**src/rtl/dds_uart_pkg.sv**
```systemverilog
// dds_uart_pkg: frame constants, status codes, response FSM states and the CRC-8 (poly 0x07) step
// shared by the command receiver and the response transmitter.
package dds_uart_pkg;
  localparam logic [7:0] FRAME_HEAD = 8'h55;
  localparam logic [7:0] FRAME_TAIL = 8'hAA;
  localparam int RESP_LEN = 6;
  localparam logic [7:0] STS_OK = 8'h00;
  localparam logic [7:0] STS_CRC_ERR = 8'h01;
  localparam logic [7:0] STS_BAD_CMD = 8'h02;
  typedef enum logic [1:0] {IDLE, LOAD, SEND, NEXT} resp_state_t;
  function automatic logic [7:0] crc8_07(input logic [7:0] crc, input logic [7:0] data);
    logic [7:0] c;
    c = crc ^ data;
    for (int i = 0; i < 8; i++) c = c[7] ? {c[6:0], 1'b0} ^ 8'h07 : {c[6:0], 1'b0};
    return c;
  endfunction
endpackage

```
**src/rtl/uart_tx_byte.sv**
```systemverilog
// uart_tx_byte: one-byte UART serializer, start/d0..d7/stop, LSB first, idle high.
// UART_RESP_PARITY_EN inserts an even-parity bit between d7 and stop.
module uart_tx_byte #(
  parameter int BAUD_CNT_MAX = 434
) (
  input  logic       clk,
  input  logic       rst_n,
  input  logic       start,
  input  logic [7:0] data,
  output logic       busy,
  output logic       done,
  output logic       txd
);
`ifdef UART_RESP_PARITY_EN
  localparam logic [3:0] LAST_BIT = 4'd10;
`else
  localparam logic [3:0] LAST_BIT = 4'd9;
`endif
  localparam logic [15:0] BAUD_LAST = 16'(BAUD_CNT_MAX - 1);
  logic [15:0] baud_cnt;
  logic [3:0]  bit_cnt;
  logic [7:0]  shreg;
  logic        bit_end;
  logic        pbit;
  assign bit_end = busy && baud_cnt == BAUD_LAST;
  // done is combinational so the caller can leave SEND on the very edge the stop bit ends
  assign done = bit_end && bit_cnt == LAST_BIT;
`ifdef UART_RESP_PARITY_EN
  logic parity;
  assign pbit = bit_cnt == 4'd8 ? parity : 1'b1;
  always_ff @(posedge clk or negedge rst_n)
    if (!rst_n) parity <= 1'b0;
    else if (start && !busy) parity <= ^data;
`else
  assign pbit = 1'b1;
`endif
  always_ff @(posedge clk or negedge rst_n) begin
    if (!rst_n) begin
      busy     <= 1'b0;
      txd      <= 1'b1;
      baud_cnt <= '0;
      bit_cnt  <= '0;
      shreg    <= '0;
    end else if (!busy) begin
      if (start) begin
        busy     <= 1'b1;
        txd      <= 1'b0;
        shreg    <= data;
        baud_cnt <= '0;
        bit_cnt  <= '0;
      end
    end else if (bit_end) begin
      baud_cnt <= '0;
      bit_cnt  <= done ? 4'd0 : bit_cnt + 4'd1;
      busy     <= !done;
      txd      <= done ? 1'b1 : bit_cnt < 4'd8 ? shreg[0] : pbit;
      if (bit_cnt < 4'd8) shreg <= {1'b0, shreg[7:1]};
    end else begin
      baud_cnt <= baud_cnt + 16'd1;
    end
  end
endmodule

```
**src/rtl/uart_resp_tx.sv**
```systemverilog
// uart_resp_tx: builds the 6-byte response frame 55|func|ch|status|crc8|AA and serializes it.
// Build option UART_RESP_PARITY_EN adds an even-parity bit per byte.
module uart_resp_tx
  import dds_uart_pkg::*;
#(
  parameter int CLK_FREQ = 50_000_000,
  parameter int UART_BPS = 115200
) (
  input  logic       sys_clk,
  input  logic       sys_rst_n,
  input  logic       req_valid,
  output logic       req_ready,
  input  logic [7:0] req_func,
  input  logic [7:0] req_ch,
  input  logic [7:0] req_status,
  output logic       uart_txd,
  output logic       tx_busy,
  output logic       frame_done
);
  localparam int BAUD_CNT_MAX = CLK_FREQ / UART_BPS;
  localparam logic [2:0] LAST_IDX = 3'(RESP_LEN - 1);
  resp_state_t state;
  logic [2:0] idx;
  logic [7:0] func_q, ch_q, sts_q, crc_q, crc_c, tx_byte;
  logic       byte_start, byte_busy, byte_done;
  assign crc_c = crc8_07(crc8_07(crc8_07(8'h00, func_q), ch_q), sts_q);
  always_comb
    tx_byte = idx == 3'd0 ? FRAME_HEAD :
              idx == 3'd1 ? func_q :
              idx == 3'd2 ? ch_q :
              idx == 3'd3 ? sts_q :
              idx == 3'd4 ? crc_q : FRAME_TAIL;
  assign byte_start = state == LOAD && !byte_busy;
  always_ff @(posedge sys_clk or negedge sys_rst_n) begin
    if (!sys_rst_n) begin
      state      <= IDLE;
      idx        <= '0;
      func_q     <= '0;
      ch_q       <= '0;
      sts_q      <= '0;
      crc_q      <= '0;
      req_ready  <= 1'b1;
      tx_busy    <= 1'b0;
      frame_done <= 1'b0;
    end else begin
      frame_done <= 1'b0;
      case (state)
        IDLE: if (req_valid && req_ready) begin
          func_q    <= req_func;
          ch_q      <= req_ch;
          sts_q     <= req_status;
          idx       <= '0;
          req_ready <= 1'b0;
          tx_busy   <= 1'b1;
          state     <= LOAD;
        end
        LOAD: begin
          if (idx == 3'd0) crc_q <= crc_c;
          state <= SEND;
        end
        // frame_done is raised during NEXT so a request seen in that cycle is refused
        SEND: if (byte_done) begin
          state <= NEXT;
          if (idx == LAST_IDX) begin
            frame_done <= 1'b1;
            tx_busy    <= 1'b0;
          end
        end
        NEXT: if (idx == LAST_IDX) begin
          state     <= IDLE;
          req_ready <= 1'b1;
        end else begin
          idx   <= idx + 3'd1;
          state <= LOAD;
        end
        default: state <= IDLE;
      endcase
    end
  end
  uart_tx_byte #(.BAUD_CNT_MAX(BAUD_CNT_MAX)) u_tx (
    .clk   (sys_clk),
    .rst_n (sys_rst_n),
    .start (byte_start),
    .data  (tx_byte),
    .busy  (byte_busy),
    .done  (byte_done),
    .txd   (uart_txd)
  );
endmodule
```
**config.mk**
```make
export PLATFORM = sky130hd
export DESIGN_NAME = uart_resp_tx
export DESIGN_NICKNAME = d
export VERILOG_FILES = /design/src/rtl/dds_uart_pkg.sv /design/src/rtl/uart_tx_byte.sv /design/src/rtl/uart_resp_tx.sv
export SDC_FILE = /design/constraint.sdc
export NUM_CORES = 1
export LEC_CHECK = 0
export BUFFER_PORTS_ARGS = -buffer_cell sky130_fd_sc_hd__buf_2
export CAP_MARGIN = 20
export CORE_ASPECT_RATIO = 2
export CORE_MARGIN = 2
export CORE_UTILIZATION = 59
export CTS_CLUSTER_DIAMETER = 120
export CTS_CLUSTER_SIZE = 30
export DETAILED_ROUTE_END_ITERATION = 10
export GPL_ROUTABILITY_DRIVEN = 0
export PLACE_DENSITY = 0.79
export SKIP_LAST_GASP = 1
export SYNTH_ARGS = -nofsm -noshare
export SYNTH_HDL_FRONTEND = slang
export SYNTH_HIERARCHICAL = 1
export SYNTH_SLANG_ARGS = --single-unit
```
**constraint.sdc**
```tcl
create_clock -name sys_clk -period 2.9 [get_ports sys_clk]
set_clock_uncertainty 0.1 [all_clocks]
set_input_delay 0 -clock sys_clk [delete_from_list [all_inputs] [get_ports sys_clk]]
set_output_delay 0 -clock sys_clk [all_outputs]
set_load 0.03 [all_outputs]
```
==> out/results.tsv, run 1 <==
stage	metric	value	unit
sta	Slew @ Worst Pin	0.878	ns
global_route	initial antenna violation count	0	
yosys	Synth cell types	59	
yosys	Synth async-reset ratio	100	%
clock_network	Clock transition at path regs	0.06	ns
critical_path	Worst setup EP type	flop	
global_route	GRT busiest layer	met2	
global_route	GRT met1 Usage	29.9	%
critical_path	max incr delay on CP	0.51	ns
drt	initial DRC count	326	
critical_path	Setup crit start kind	flop	
power	Final Power	2.04	mW
floorplan	Die Y	124	um
critical_path	flop2flop setup slack	0.35	ns
critical_path	worst path arrival time	2.71	ns
drt	DRC	0	
floorplan	row cnt	43	
sta	Total Neg Setup Slack	0	ns
yosys	synth warn	6	
global_route	Global Route Usage Sum	29.0	%
sta	final max-slew violation count	0	
flow_run	maxcap violations	0	
global_route	met3 Track Usage GR	5.51	%
placed_design	placed cells	513	
yosys	Mean Syn Cell Area	10.6	sq um
sta	RSZ-0062 raised after global routing	false	
global_route	grt total ovfl	0	
yosys	area leader, netlist	dfrtp_1	
cells_and_area	Cell Count, Final, Fillers Out	555	
critical_path	buffer and inverter count on the worst path	0	
cells_and_area	fill count	491	
clock_network	clock sinks	70	
drt	via count	3434	
sta	Final Hold Fails	0	
clock_network	Clock Latency Late Sink	0.34	ns
yosys	top cells by area, synth	dfrtp_1 (40%), mux2_2 (6.9%), xnor2_1 (4.7%), xnor3_1 (4.2%), nand2_1 (3.9%)	
yosys	syn_nets	442	
critical_path	Max FO, Critical Path	4	
drt	Routed WL	10600	um
yosys	cell count after synthesis	402	
floorplan	Initial Utilization	61.0	%
floorplan	Die ar.	7970	sq um
critical_path	Slowest-stage cell, CP	xnor3_1	
clock_network	CTS buffer count	9	
yosys	Yosys top cell area share	39.9	%
drt	post-DR vias/cell	6.19	
yosys	Main synth FF type	dfrtp_1	
critical_path	CP dominant cell by count	xnor3_1	
yosys	Post-Syn Area	4270	sq um
floorplan	I/O pin total	31	
critical_path	critical path required time	3.06	ns
placed_design	dpl hpwl	7190	um
yosys	Post-synth EDFFs	0	
critical_path	ordered list of cells on the worst path	xor2_1 > xnor3_1 > xnor2_1 > xnor3_1 > o21ai_1	
min_path	Hold WC Path Type	in2async	
global_route	met2 usage	49.9	%
drt	drt wl/cell	19.1	um
sta	f_max	0.392	GHz
clock_network	CTS root buf	clkbuf_16	
global_route	vias in the first global route	3613	
sta	min Tclk post-route	2.55	ns
clock_network	H-tree levels	3	
cells_and_area	most common cell after layout, fill and taps aside	dfrtp_1	
clock_network	maximum clock insertion buffer count	2	
power	leakage	2.32	nW
outcome	status	finished, final reports clean	
drt	DRT Pass-1 Iters	4	
cells_and_area	Layout area overhead	18.1	%
power	pwr dens	405	nW/um^2
sta	Finish-stage setup viols	0	
cells_and_area	ANT cells	0	
cells_and_area	most frequent cells in the layout	dfrtp_1 (68), nand2_1 (44), buf_2 (30), mux2_2 (26), dlygate4sd3_1 (26)	
clock_network	CTS resizes	0	
critical_path	delay-heaviest family, CP	XOR/XNOR gates	
clock_network	postcts setup bufs	0	
drt	Final ANT Viol Nets	0	
sta	Final period util	88.0	%
sta	Relative slew margins	41.5	%
yosys	FF+latch count, synth	70	
critical_path	CP Class	reg2reg	
global_route	largest net degree at the start of global routing	71	
clock_network	CTS tree	done	
cells_and_area	share of cells above drive strength 1	21.7	%
floorplan	Core Footprint	6990	sq um
power	Peak VDD IR	0.400	mV
global_route	first-pass GRT wire length	17500	um
cells_and_area	Final #Nets	500	
yosys	Seq/Total Area, Yosys	41.1	%
placed_design	I/O Buffers	30	
floorplan	die width	64.2	um
-- routing by layer --
layer,wire length (um),vias to the layer above
met5,0,-
met3,267,46
met4,720,0
met1,3740,1710
li1,-,1597
met2,5870,81
-- synth_stat cells, drive strengths merged (8+ instances only) --
library cell and count:
ha 13, clkbuf 13, xor2 9, mux2 26, nand3 15, xnor3 11
xnor2 23, o21ai 24, inv 8, a21oi 16, nor2 19, dfrtp 68
a31oi 9, nand2 44
-- final cells by class --
class | count | area (sq um) | area share [%]
multi-input combinational | 306 | 2410 | 47.7
sequential | 70 | 1750 | 34.8
timing repair buffer | 63 | 463 | 9.18
clock buffer | 12 | 246 | 4.89
tap | 90 | 113 | 2.23
inverter | 10 | 37.5 | 0.744
clock inverter | 4 | 22.5 | 0.447
-- worst paths after layout --
check | start | end | cells past startpoint
setup / recovery | func_q[3] | crc_q[6] | 5
min in group sys_clk | req_ch[6] | ch_q[6] | 3
hold reg to reg | u_tx/txd | u_tx/txd | 2
setup reg to reg | func_q[3] | crc_q[6] | 5
hold / removal | sys_rst_n | tx_busy | 3
max in group asynchronous | sys_rst_n | crc_q[3] | 3
-- power by group --
part	internal [mW]	total (mW)	switching, mW
clock network	0.597	1.00	0.404
logic	0.0361	0.0651	0.0291
registers	0.978	0.978	0
total	1.61	2.04	0.433
-- tightest hold or removal path: stages --
cell           delay (ns)
dlygate4sd3_1        0.52
buf_2                0.09
buf_4                0.65
-- logic make-up (layout without fill, tap and decap cells) --
kind of cell	Yosys count	in the layout	synth area share, %
and+or+nand+nor	121	121	14.6
buffers and inverters	26	89	2.55
xor gates and xnor gates	46	46	14.4
AOI/OAI and AO/OA	95	95	15.6
muxes	31	31	8.03
DFF	70	70	41.1
adders and majority gates	13	13	3.81
-- state kept, by name (all words and copies together), names as in the netlist --
register and cells:
crc_q 8, ch_q 8, idx 3, u_tx/busy 1, req_ready 1, u_tx/shreg 8
u_tx/txd 1, u_tx/bit_cnt 4, frame_done 1, u_tx/baud_cnt 16, state 2, func_q 8
tx_busy 1, sts_q 8
-- metrics by stage --
stage,util [%],setup slack [ns],cell area (sq um),hold WS (ns)
after global placement,64.5,0.542,4510,0.131
after detailed placement,64.5,0.498,4510,0.136
after floorplan,-,0.693,4270,-0.396
final,72.1,0.347,5040,0.283
after global routing,72.1,0.285,5040,0.342
after CTS,72.1,0.426,5040,0.323
-- timing repair --
action | CTS | global route
setup endpoints to repair | 0 | 0
hold endpoints to repair | 93 | 0
hold buffers | 26 | 0
Note: power is estimated with default switching activity, not from simulation.
==> run 2, diff against run 1 <==
--- a/config.mk
+++ b/config.mk
@@ -18,5 +18,4 @@
 export SKIP_LAST_GASP = 1
 export SYNTH_ARGS = -nofsm -noshare
 export SYNTH_HDL_FRONTEND = slang
-export SYNTH_HIERARCHICAL = 1
 export SYNTH_SLANG_ARGS = --single-unit
==> out/results.tsv, run 2 <==
stage	metric	value	unit
yosys	top cells by area, synth	dfrtp_1 (41%), xnor2_1 (7.8%), mux2_2 (7.6%), o21ai_0 (4.2%), ha_1 (3.9%)	
yosys	syn_nets	436	
yosys	top-count cell post-synth	dfrtp_1	
power	sequential share of power	44.6	%
placed_design	I/O Buffers	30	
clock_network	clock sinks	70	
critical_path	CP Class	reg2reg	
floorplan	row cnt	43	
yosys	cell count after synthesis	396	
sta	RSZ-0062 raised after global routing	false	
yosys	Mean Syn Cell Area	10.4	sq um
critical_path	Worst setup EP type	flop	
global_route	largest net degree at the start of global routing	71	
clock_network	CTS root buf	clkbuf_16	
placed_design	dpl hpwl	6230	um
sta	final max-slew violation count	0	
cells_and_area	Register Area	1750	sq um
yosys	compound-gate portion of the synthesized area	14.4	%
sta	Total Neg Setup Slack	0	ns
cells_and_area	Top reg by flops	u_tx.baud_cnt	
drt	drt wl/cell	17.8	um
yosys	Synth cell types	48	
yosys	Post-synth EDFFs	0	
clock_network	maximum clock insertion buffer count	2	
clock_network	Clock transition at path regs	0.05	ns
cells_and_area	post-layout instance area	4940	sq um
drt	initial DRC count	236	
drt	DRT Pass-1 Iters	5	
floorplan	Die ar.	7730	sq um
clock_network	Clock Latency Late Sink	0.33	ns
drt	post-DR vias/cell	5.92	
floorplan	Core Footprint	6830	sq um
yosys	Yosys top cell area share	41.2	%
critical_path	Max FO, Critical Path	10	
yosys	Seq/Total Area, Yosys	42.5	%
yosys	largest family of logic cells by synthesized area	XOR/XNOR gates	
cells_and_area	Cell Count, Final, Fillers Out	546	
cells_and_area	max reg flops	16	
sta	Slew @ Worst Pin	0.967	ns
critical_path	FF-to-FF path depth	7	
power	leakage	2.20	nW
drt	DRC	0	
clock_network	H-tree levels	3	
cells_and_area	share of cells above drive strength 1	18.6	%
critical_path	Reg2Reg Launch Point	u_tx.baud_cnt[1]	
yosys	Synth async-reset ratio	100	%
cells_and_area	most frequent cells in the layout	dfrtp_1 (68), xnor2_1 (37), nand2_1 (36), o21ai_0 (35), buf_2 (30)	
drt	Routed WL	9730	um
critical_path	RR Endpoint	u_tx.shreg[3]	
critical_path	flop2flop setup slack	0.44	ns
sta	min Tclk post-route	2.46	ns
floorplan	Initial Utilization	60.5	%
placed_design	placed cells	504	
cells_and_area	most common cell after layout, fill and taps aside	dfrtp_1	
floorplan	Die Y	122	um
drt	Final ANT Viol Nets	0	
yosys	synth warn	0	
power	Peak VDD IR	0.422	mV
global_route	Global Route Usage Sum	27.4	%
cells_and_area	utilization after layout	72.3	%
cells_and_area	Layout area overhead	19.5	%
global_route	vias in the first global route	3352	
power	Sw Ratio	19.3	%
yosys	FF+latch count, synth	70	
sta	Finish-stage setup viols	0	
sta	Final Hold Fails	0	
sta	f_max	0.407	GHz
yosys	Synth Area in Adders	3.94	%
cells_and_area	fill count	494	
power	Clock power frac	52.4	%
yosys	Post-Syn Area	4130	sq um
critical_path	crit path from	u_tx.baud_cnt[1]	
yosys	simple-gate share of the synthesized area	12.2	%
floorplan	die width	63.2	um
critical_path	Setup crit start kind	flop	
critical_path	critical path required time	2.99	ns
global_route	grt total ovfl	0	
yosys	most instantiated cells after synthesis	dfrtp_1 (68), xnor2_1 (37), nand2_1 (36), o21ai_0 (35), mux2_2 (28)	
yosys	area leader, netlist	dfrtp_1	
cells_and_area	Final #Nets	491	
placed_design	placed instance area	4360	sq um
min_path	Hold WC Path Type	in2async	
floorplan	I/O pin total	31	
global_route	initial antenna violation count	0	
global_route	first-pass GRT wire length	16300	um
drt	via count	3232	
clock_network	CTS buffer count	9	
critical_path	worst path arrival time	2.55	ns
sta	Relative slew margins	35.3	%
clock_network	CTS resizes	0	
power	internal power	1.77	mW
power	Comb power frac	3.0	%
power	switching pwr	0.423	mW
yosys	Synth Area in XOR/XNOR	14.9	%
yosys	Main synth FF type	dfrtp_1	
yosys	multiplexer share of the synthesized area	9.33	%
sta	Final period util	84.7	%
flow_run	maxcap violations	0	
clock_network	CTS tree	done	
outcome	status	finished, final reports clean	
cells_and_area	area occupied by multi-input gates	2260	sq um
power	pwr dens	444	nW/um^2
cells_and_area	ANT cells	0	
==> run 2: changes by cell type after synthesis, moves of 5 or more <==
cell       before  now
o21ai_0        14   35
xnor2_1        23   37
o21ai_1        10    0
nand2_1        44   36
inv_1           8   15
o221a_2         7    0
o32a_1          7    0
o31ai_1         1    7
nand4_1         6    1
o2bb2ai_1       0    5
==> run 2: cell families (layout without fill, tap and decap cells) <==
logic type      after synthesis  count (layout)
fa+ha+maj                    13              13
mux                          35              35
compound gates               94              94
flops                        70              70
xor+xnor                     54              54
buf+inv                      30              90
simple gates                100             100
==> run 2: area by class of cell <==
| type | instances | share of cell area, % |
|---|---|---|
| clock buffers | 13 | 5.68 |
| clock inverters | 3 | 0.811 |
| inverters | 15 | 1.14 |
| multi-input cells | 296 | 45.8 |
| flip-flops and latches | 70 | 35.5 |
| well taps | 90 | 2.28 |
| repair buffers | 59 | 8.77 |
==> run 2: layer usage <==
metal  vias up  part of all wire (%)  track usage (%)
met2       100                    51             44.9
met5         -                     0                0
met4         0                   3.3             14.7
met3        28                   3.8             5.22
met1      1583                    42             34.2
li1       1521                     -                -
==> run 2: per-stage QoR <==
step,worst slack (ns),total power [mW],hold WS (ns)
floorplan,0.746,0.995,-0.396
global placement,0.590,1.03,0.130
detailed placement,0.471,1.03,0.135
CTS,0.449,2.21,0.320
global route,0.205,2.26,0.341
finish,0.445,2.19,0.297
==> run 2: timing repair <==
item | 4_1_cts | 5_1_grt
buffers inserted | 0 | 0
hold buffers | 26 | 0
hold endpoints to repair | 93 | 0
==> run 2: power by group through the flow <==
stage	logic (mW)	registers, mW	clock network (mW)
2_1_floorplan	0.000364	0.995	0
3_3_place_gp	0.0358	0.995	0
3_5_place_dp	0.0374	0.995	0
4_1_cts	0.0640	0.978	1.17
5_1_grt	0.0727	0.977	1.21
6_report	0.0653	0.978	1.15
==> run 2: worst max path at each step <==
stage | endpoint | cells past startpoint | slack [ns]
6_report | u_tx.shreg[3] | 7 | 0.44
5_1_grt | u_tx.bit_cnt[2] | 7 | 0.21
4_1_cts | u_tx.shreg[3] | 7 | 0.45
3_5_place_dp | u_tx.shreg[3] | 7 | 0.47
3_3_place_gp | u_tx.shreg[3] | 7 | 0.59
2_1_floorplan | crc_q[3] | 5 | 0.75
==> run 2: critical path, stage by stage (launching register included) <==
cell	delay [ns]
dfrtp_1	0.41
inv_1	0.07
ha_1	0.13
nor4b_1	0.41
nand4_2	0.33
nor2_2	0.47
mux2i_1	0.26
o221ai_1	0.13
